### src/rtl/fir_out_decimator.sv
// fir_out_decimator: keep every DECIM-th FIR sample, round/shift/saturate it into a FWFT FIFO with sticky flags.
// Define FIR_DEC_DROP_CNT_EN to add the saturating o_drop_cnt dropped-sample counter.
module fir_out_decimator #(
  parameter int DATA_WIDTH        = 16,
  parameter int COEFFICIENT_WIDTH = 16,
  parameter int DECIM             = 4,
  parameter int SHIFT             = 15,
  parameter int FIFO_DEPTH        = 4
) (
  input  logic                                      clk,
  input  logic                                      rst,
  input  logic [DATA_WIDTH+COEFFICIENT_WIDTH-1:0]   i_sig,
  input  logic                                      i_valid,
  input  logic                                      i_sync,
  input  logic                                      i_clr,
  output logic [DATA_WIDTH-1:0]                     o_sig,
  output logic                                      o_valid,
  input  logic                                      o_ready,
  output logic                                      o_ovf,
  output logic                                      o_drop
`ifdef FIR_DEC_DROP_CNT_EN
  , output logic [15:0]                             o_drop_cnt
`endif
);
  localparam int W  = DATA_WIDTH + COEFFICIENT_WIDTH;
  localparam int PW = DECIM > 1 ? $clog2(DECIM) : 1;
  localparam int AW = $clog2(FIFO_DEPTH);
  localparam logic [PW-1:0] PLAST = PW'(DECIM - 1);
  localparam logic signed [W:0] MAXV = {{(W-DATA_WIDTH+2){1'b0}}, {(DATA_WIDTH-1){1'b1}}};
  localparam logic signed [W:0] MINV = {{(W-DATA_WIDTH+2){1'b1}}, {(DATA_WIDTH-1){1'b0}}};
  logic [PW-1:0] r_ph, w_ph_base;
  logic w_keep;
  assign w_keep    = i_valid & (i_sync | (r_ph == '0));
  assign w_ph_base = i_sync ? '0 : r_ph;
  always_ff @(posedge clk or negedge rst)
    if (!rst) r_ph <= '0;
    else if (i_valid) r_ph <= (w_ph_base == PLAST) ? '0 : w_ph_base + PW'(1);
    else r_ph <= w_ph_base;
  // one guard bit so the rounding offset can never wrap the sum
  logic signed [W:0] w_ext, w_sum, w_r;
  logic w_hi, w_lo;
  logic [DATA_WIDTH-1:0] w_d;
  assign w_ext = {i_sig[W-1], i_sig};
  generate
    if (SHIFT == 0) begin : g_ns
      assign w_sum = w_ext;
    end else begin : g_sh
      assign w_sum = w_ext + ((W+1)'(1) << (SHIFT - 1));
    end
  endgenerate
  assign w_r  = w_sum >>> SHIFT;
  assign w_hi = w_r > MAXV;
  assign w_lo = w_r < MINV;
  assign w_d  = w_hi ? MAXV[DATA_WIDTH-1:0] : w_lo ? MINV[DATA_WIDTH-1:0] : w_r[DATA_WIDTH-1:0];
  logic r_s1_valid, r_s1_sat;
  logic [DATA_WIDTH-1:0] r_s1_data;
  always_ff @(posedge clk or negedge rst)
    if (!rst) begin
      r_s1_valid <= 1'b0;
      r_s1_sat   <= 1'b0;
      r_s1_data  <= '0;
    end else begin
      r_s1_valid <= w_keep;
      r_s1_sat   <= w_hi | w_lo;
      r_s1_data  <= w_d;
    end
  logic [DATA_WIDTH-1:0] r_mem [FIFO_DEPTH];
  logic [AW-1:0] r_wp, r_rp;
  logic [AW:0] r_cnt;
  logic w_full, w_rd, w_wr, w_drop;
  assign w_full = r_cnt == (AW+1)'(FIFO_DEPTH);
  assign w_rd   = o_valid & o_ready;
  assign w_wr   = r_s1_valid & (~w_full | w_rd);
  assign w_drop = r_s1_valid & w_full & ~w_rd;
  always_ff @(posedge clk or negedge rst)
    if (!rst) begin
      r_wp  <= '0;
      r_rp  <= '0;
      r_cnt <= '0;
    end else begin
      r_wp  <= r_wp + AW'(w_wr);
      r_rp  <= r_rp + AW'(w_rd);
      r_cnt <= r_cnt + (AW+1)'(w_wr) - (AW+1)'(w_rd);
    end
  always_ff @(posedge clk)
    if (w_wr) r_mem[r_wp] <= r_s1_data;
  // gating by o_valid gives o_sig=0 when empty without resetting the storage
  assign o_valid = r_cnt != '0;
  assign o_sig   = o_valid ? r_mem[r_rp] : '0;
  always_ff @(posedge clk or negedge rst)
    if (!rst) begin
      o_ovf  <= 1'b0;
      o_drop <= 1'b0;
    end else begin
      o_ovf  <= (w_wr & r_s1_sat) | (o_ovf & ~i_clr);
      o_drop <= w_drop | (o_drop & ~i_clr);
    end
`ifdef FIR_DEC_DROP_CNT_EN
  always_ff @(posedge clk or negedge rst)
    if (!rst) o_drop_cnt <= '0;
    else o_drop_cnt <= i_clr ? {15'd0, w_drop} : (w_drop && o_drop_cnt != 16'hFFFF) ? o_drop_cnt + 16'd1 : o_drop_cnt;
`endif
endmodule

### config.mk
export PLATFORM = sky130hd
export DESIGN_NAME = fir_out_decimator
export DESIGN_NICKNAME = d
export VERILOG_FILES = /design/src/rtl/fir_out_decimator.sv
export SDC_FILE = /design/constraint.sdc
export NUM_CORES = 1
export LEC_CHECK = 0
export ABC_AREA = 1
export BUFFER_PORTS_ARGS = -buffer_cell sky130_fd_sc_hd__buf_4
export CORE_MARGIN = 5
export CORE_UTILIZATION = 36
export DETAILED_ROUTE_END_ITERATION = 6
export SETUP_SLACK_MARGIN = 0.1
export SYNTH_ARGS = -nofsm -noshare
export SYNTH_HDL_FRONTEND = slang
export SYNTH_SLANG_ARGS = --single-unit
### constraint.sdc
create_clock -name clk -period 6.9 [get_ports clk]
set_clock_uncertainty 0.2 [all_clocks]
set_input_delay 1.035 -clock clk [delete_from_list [all_inputs] [get_ports clk]]
set_output_delay 1.035 -clock clk [all_outputs]
set_load 0.03 [all_outputs]
==> results.cfg, run 1 <==
[yosys]
syn_inst = 379
synth_ff_type = edfxtp_1
ys_ff_latch = 93
async_flop_share_pct = 31.2
ys_seq_area_share_pct = 65.7
avgSynthCellArea_um2 = 10.6
yosysWarnings = 0
synth_edf_count = 64
syn_nets = 423
ys_types = 28
syn_area_um2 = 4030

[clocking]
clkLatencyLatePin_ns = 0.35
numCtsBuffers = 9
cts_sinks = 93
hold_buffers = 0
cts_resized = 0
path_clk_slew_ns = 0.09
root_buffer = clkbuf_8
htree_levels = 3
cts_buffer_depth = 2
postCtsSetupBuffers = 0
cts_tree = built

[die]
die_area_um2 = 13400
coreArea_um2 = 10900
pin_count = 57
initial_core_util_pct = 37.0
die_h_um = 116
die_x_um = 116
row_count = 38

[setup_path]
crit_arrival_ns = 2.44
cp-end-kind = output pin
required_ns = 5.66
cp_max_fo = 18
crit_path_start_kind = register
crit_type = reg -> out

[routing]
first_iter_violations = 113
remaining_drc_errors = 0
wire_per_inst_um = 13.4
vias_per_cell = 4.57
routed_wl_um = 7620
drt_first_pass_iters = 4
dr_total_vias = 2595
ant_nets = 0

[power]
intPower_mw = 1.22
switching_power_mw = 0.720
p_leak_nw = 1.94
p_clk_share_pct = 23.9
switching_share_pct = 37.1
p_per_area_nw_per_um2 = 406
p_comb_share_pct = 36.4
seqPwrFrac_pct = 39.7
max-vdd-ir-drop_mv = 0.162

[timing]
post-route-period-util_pct = 53.2
setup_tns_ns = 0
period_minus_slack_ns = 3.67
rsz0062_at_grt = no
worstMarginPinSlew_ns = 0.915
timing.fmax_mhz = 272
finalSetupViolCount = 0
hold_viol = 0
maxSlewHeadroom_pct = 38.8
final_max_slew_viol_count = 0

[placement]
port_buffers = 42
gp_congestion = 0.805
place_area_um2 = 4520
hpwl_um = 5100
dp.cells = 552

[global_route]
grt_util_all_layers_pct = 12.4
grt_max_degree = 33
overflow = 0
antenna_found_initial = 0
grt_pass1_wl_um = 12700
grt_pass1_vias = 2637

[layout]
layout_common_cells = nor2_1, edfxtp_1, nand2_1
nets = 467
area_growth_pct = 18.7
final_cells = 568
num_antenna_cells = 0
layout_commonest_cell = nor2_1
fin_area_um2 = 4790
drive_gt1_share_pct = 18.9

[worst_hold_path]
hold_class = reg -> reg

[flow_run]
max-cap-violations = 0

[status]
status = finished, final reports clean
==> metrics by stage <==
| step | hold WS (ns) | worst slack, ns | util [%] | power (mW) |
|---|---|---|---|---|
| floorplan | 0.230 | 3.87 | - | 1.24 |
| global placement | 0.263 | 3.60 | 41.5 | 1.49 |
| detailed placement | 0.273 | 3.56 | 41.5 | 1.50 |
| CTS | 0.291 | 3.16 | 44.0 | 1.97 |
| global route | 0.303 | 3.02 | 44.0 | 2.06 |
| finish | 0.290 | 3.23 | 44.0 | 1.94 |
==> synthesized netlist by cell type, types with 3 or more instances <==
cell | n | area, um^2
dfrtp_1 | 29 | 726
edfxtp_1 | 64 | 1920
nor2_1 | 82 | 308
nand2_1 | 52 | 195
nand2_2 | 4 | 25.0
nor2_2 | 3 | 18.8
a21oi_1 | 16 | 80.1
nand3_1 | 9 | 45.0
xnor2_1 | 6 | 52.6
o21ai_0 | 31 | 155
o21ai_1 | 5 | 25.0
ha_1 | 5 | 62.6
inv_1 | 31 | 116
xor2_1 | 11 | 96.3
clkbuf_1 | 9 | 33.8
nor3_1 | 5 | 25.0
==> worst max-delay path, cell delays in order, from the launching register on <==
cell and delay (ns):
dfrtp_1 0.83, inv_1 0.50, nor2_1 0.20, o21ai_0 0.11
a21oi_1 0.24, buf_4 0.21
==> flip-flops by register name (all words and copies together), names as in the netlist <==
register    cells
r_wp            2
r_s1_sat        1
r_s1_data      16
r_cnt           3
o_ovf           1
r_ph            2
r_mem          64
r_s1_valid      1
o_drop          1
r_rp            2
==> worst paths after layout <==
kind	from	to	slack [ns]	cells after the start
worst max register to register	r_cnt[1]	r_cnt[2]	4.06	10
min in group asynchronous	rst	r_ph[0]	0.40	1
max in group asynchronous	rst	r_s1_data[13]	5.81	1
worst min register to register	r_s1_sat	o_ovf	0.29	2
worst min-delay path	r_s1_sat	o_ovf	0.29	2
worst max-delay path	r_rp[1]	o_sig[15]	3.23	5
==> power by group through the flow <==
stage / registers (mW) / logic (mW) / clock network [mW]
5_1_grt: 0.783 / 0.784 / 0.495
2_1_floorplan: 0.743 / 0.495 / 0
4_1_cts: 0.772 / 0.723 / 0.472
3_3_place_gp: 0.780 / 0.709 / 0
3_5_place_dp: 0.784 / 0.721 / 0
6_report: 0.770 / 0.706 / 0.464
==> cells by family (layout without fill, tap and decap cells) <==
kind of cell / count (synthesis) / count (layout) / synth area share [%]
adder cells (fa/ha/maj): 6 / 6 / 2.05
flip-flops: 93 / 93 / 65.7
AO/OA/AOI/OAI: 56 / 56 / 7.17
AND/OR/NAND/NOR: 161 / 161 / 16.8
XOR/XNOR: 17 / 17 / 3.69
buffers and inverters: 46 / 95 / 4.68
==> per-layer routing <==
layer  track usage [%]  wire length (um)  part of all wire (%)  up-vias
li1                  -                 -                     -     1338
met1              16.6              3600                    47     1202
met2              19.7              3610                    47       45
met3              2.72               276                   3.6       10
met4              4.72               127                   1.7        0
met5                 0                 0                     0        -
==> layout make-up <==
cell class | count | area, um^2
clock buffers | 9 | 124
well taps | 140 | 175
inverters | 33 | 124
fillers | 1023 | 6100
repair buffers | 46 | 345
clock inverters | 7 | 145
flip-flops and latches | 93 | 2650
multi-input cells | 240 | 1220
(Power assumes the default switching activity.)
==> run 2: changes to the inputs <==
--- a/config.mk
+++ b/config.mk
@@ -5,7 +5,7 @@
 export SDC_FILE = /design/constraint.sdc
 export NUM_CORES = 1
 export LEC_CHECK = 0
-export ABC_AREA = 1
+export ABC_AREA = 0
 export BUFFER_PORTS_ARGS = -buffer_cell sky130_fd_sc_hd__buf_4
 export CORE_MARGIN = 5
 export CORE_UTILIZATION = 36
==> constraint.sdc (replaced) <==
create_clock -name clk -period 3.8 [get_ports clk]
set_clock_uncertainty 0.2 [all_clocks]
set_input_delay 0.57 -clock clk [delete_from_list [all_inputs] [get_ports clk]]
set_output_delay 0.57 -clock clk [all_outputs]
set_load 0.03 [all_outputs]
==> results.cfg, run 2 <==
[clocking]
root_buffer = clkbuf_8
cts_tree = built
htree_levels = 3
cts_buffer_depth = 2
cts_sinks = 93
clkLatencyLatePin_ns = 0.35
numCtsBuffers = 9
path_clk_slew_ns = 0.09
cts_resized = 0

[yosys]
synth_area_leaders = edfxtp_1, dfrtp_1, mux4_2
synth_top_area_share_pct = 48.3
avgSynthCellArea_um2 = 15.3
ys_ff_latch = 93
synth_area_leader_cell = edfxtp_1
synth_most_common_cell = edfxtp_1
ys_types = 41
ys_seq_area_share_pct = 66.6
synth_ff_type = edfxtp_1
syn_area_um2 = 3980
syn_inst = 260
async_flop_share_pct = 31.2
synth_edf_count = 64
synth_common_cells = edfxtp_1, dfrtp_1, nor2b_1
syn_nets = 304
yosysWarnings = 0

[timing]
period_minus_slack_ns = 2.75
hold_viol = 0
finalSetupViolCount = 0
setup_tns_ns = 0
post-route-period-util_pct = 72.4
worstMarginPinSlew_ns = 0.889
maxSlewHeadroom_pct = 40.5
timing.fmax_mhz = 363
rsz0062_at_grt = no
setup_ws_ns = 1.05
final_max_slew_viol_count = 0

[power]
max-vdd-ir-drop_mv = 0.335
p_leak_nw = 1.74
p_per_area_nw_per_um2 = 697

[layout]
nets = 353
final_cells = 454
largest_reg_flops = 64
fin_util_pct = 43.6
layout_common_cells = edfxtp_1, buf_4, dfrtp_1
top_regs = r_mem: 64 flops, r_s1_data: 16 flops, r_cnt: 3 flops
nFillCells = 993
fin_area_um2 = 4730
drive_gt1_share_pct = 27.1
layout_commonest_cell = edfxtp_1
top_register = r_mem
area_growth_pct = 19.0
num_antenna_cells = 0

[global_route]
grt_pass1_wl_um = 12100
grt_max_degree = 30
overflow = 0
grt_pass1_vias = 2294
grt_util_all_layers_pct = 11.9
antenna_found_initial = 0

[placement]
hpwl_um = 5030
dp.cells = 437
gp_congestion = 0.820
place_area_um2 = 4470
place_ws_ns = 1.05
port_buffers = 42

[routing]
vias_per_cell = 4.85
wire_per_inst_um = 15.9
ant_nets = 0
first_iter_violations = 43
remaining_drc_errors = 0
dr_total_vias = 2202
routed_wl_um = 7200
drt_first_pass_iters = 4

[setup_path]
crit_type = reg -> out
required_ns = 3.03
crit_arrival_ns = 1.98
crit_path_start_kind = register
cp-end-kind = output pin
cp_max_fo = 17
rrSetupSlack_ns = 1.25

[die]
coreArea_um2 = 10800
row_count = 38
initial_core_util_pct = 36.7
pin_count = 57
die_area_um2 = 13200
die_h_um = 115
die_x_um = 115

[worst_hold_path]
hold_class = in -> reg

[flow_run]
max-cap-violations = 0

[status]
status = finished, final reports clean
## run 2: cell count changes after synthesis, moves of 16 or more
cell,before,now
nor2_1,82,14
nor2b_1,0,18
mux4_2,0,16
nand2_1,52,12
o21ai_0,31,3
inv_1,31,10
## run 2: cells by family (layout without fill, tap and decap cells)
logic type                 Yosys count  after routing  share of synthesized area (%)
AOI/OAI and AO/OA                   32             32                           5.04
xor gates and xnor gates            19             19                           4.19
adders and majority gates            8              8                           2.58
buffers and inverters               19             73                           1.89
DFF                                 93             93                           66.6
muxes                               16             16                           9.07
and+or+nand+nor                     73             73                           10.6
## run 2: power by group
group	total, mW	switching (mW)	internal [mW]
combinational	1.12	0.615	0.504
clock	0.786	0.340	0.445
sequential	1.39	0.121	1.27
total	3.30	1.08	2.22
## run 2: worst paths after layout
check                              start           end  cells past startpoint
worst min register to register  r_s1_sat         o_ovf                      2
worst max register to register  r_cnt[1]      r_cnt[2]                      9
worst max-delay path             r_rp[1]     o_sig[11]                      3
worst min-delay path              i_sync       r_ph[1]                      2
max in group asynchronous            rst  r_s1_data[3]                      2
min in group asynchronous            rst      r_cnt[2]                      2
## run 2: through the flow
stage | hold WS, ns | power, mW
final | 0.179 | 3.30
after global routing | 0.176 | 3.48
after CTS | 0.157 | 3.35
after detailed placement | 0.252 | 2.57
after global placement | 0.254 | 2.54
after floorplan | 0.0744 | 2.16
## run 2: timing repair
item | 4_1_cts | 5_1_grt
hold endpoints to repair | 29 | 0
hold buffers | 1 | 0
buffers inserted | 0 | 0
## run 2: layout make-up
class	count	area [um^2]	share of cell area, %
Multi-Input combinational cell	148	1270	26.8
Tap cell	140	175	3.70
Clock buffer	10	128	2.70
Timing Repair Buffer	47	355	7.51
Sequential cell	93	2650	56.0
Clock inverter	6	119	2.51
Inverter	10	37.5	0.793
## run 2: per-layer routing
layer / vias to the layer above / global-route usage, % / share of wire [%]
li1: 1070 / - / -
met1: 1082 / 15.9 / 46
met2: 39 / 19.1 / 49
met3: 11 / 1.74 / 3.5
met4: 0 / 6.10 / 2.2
met5: - / 0 / 0
## run 2: worst max-delay path, cell delays in order, from the launching register on
cell	delay (ns)
dfrtp_1	0.90
mux4_2	0.42
nor2b_1	0.14
buf_4	0.17
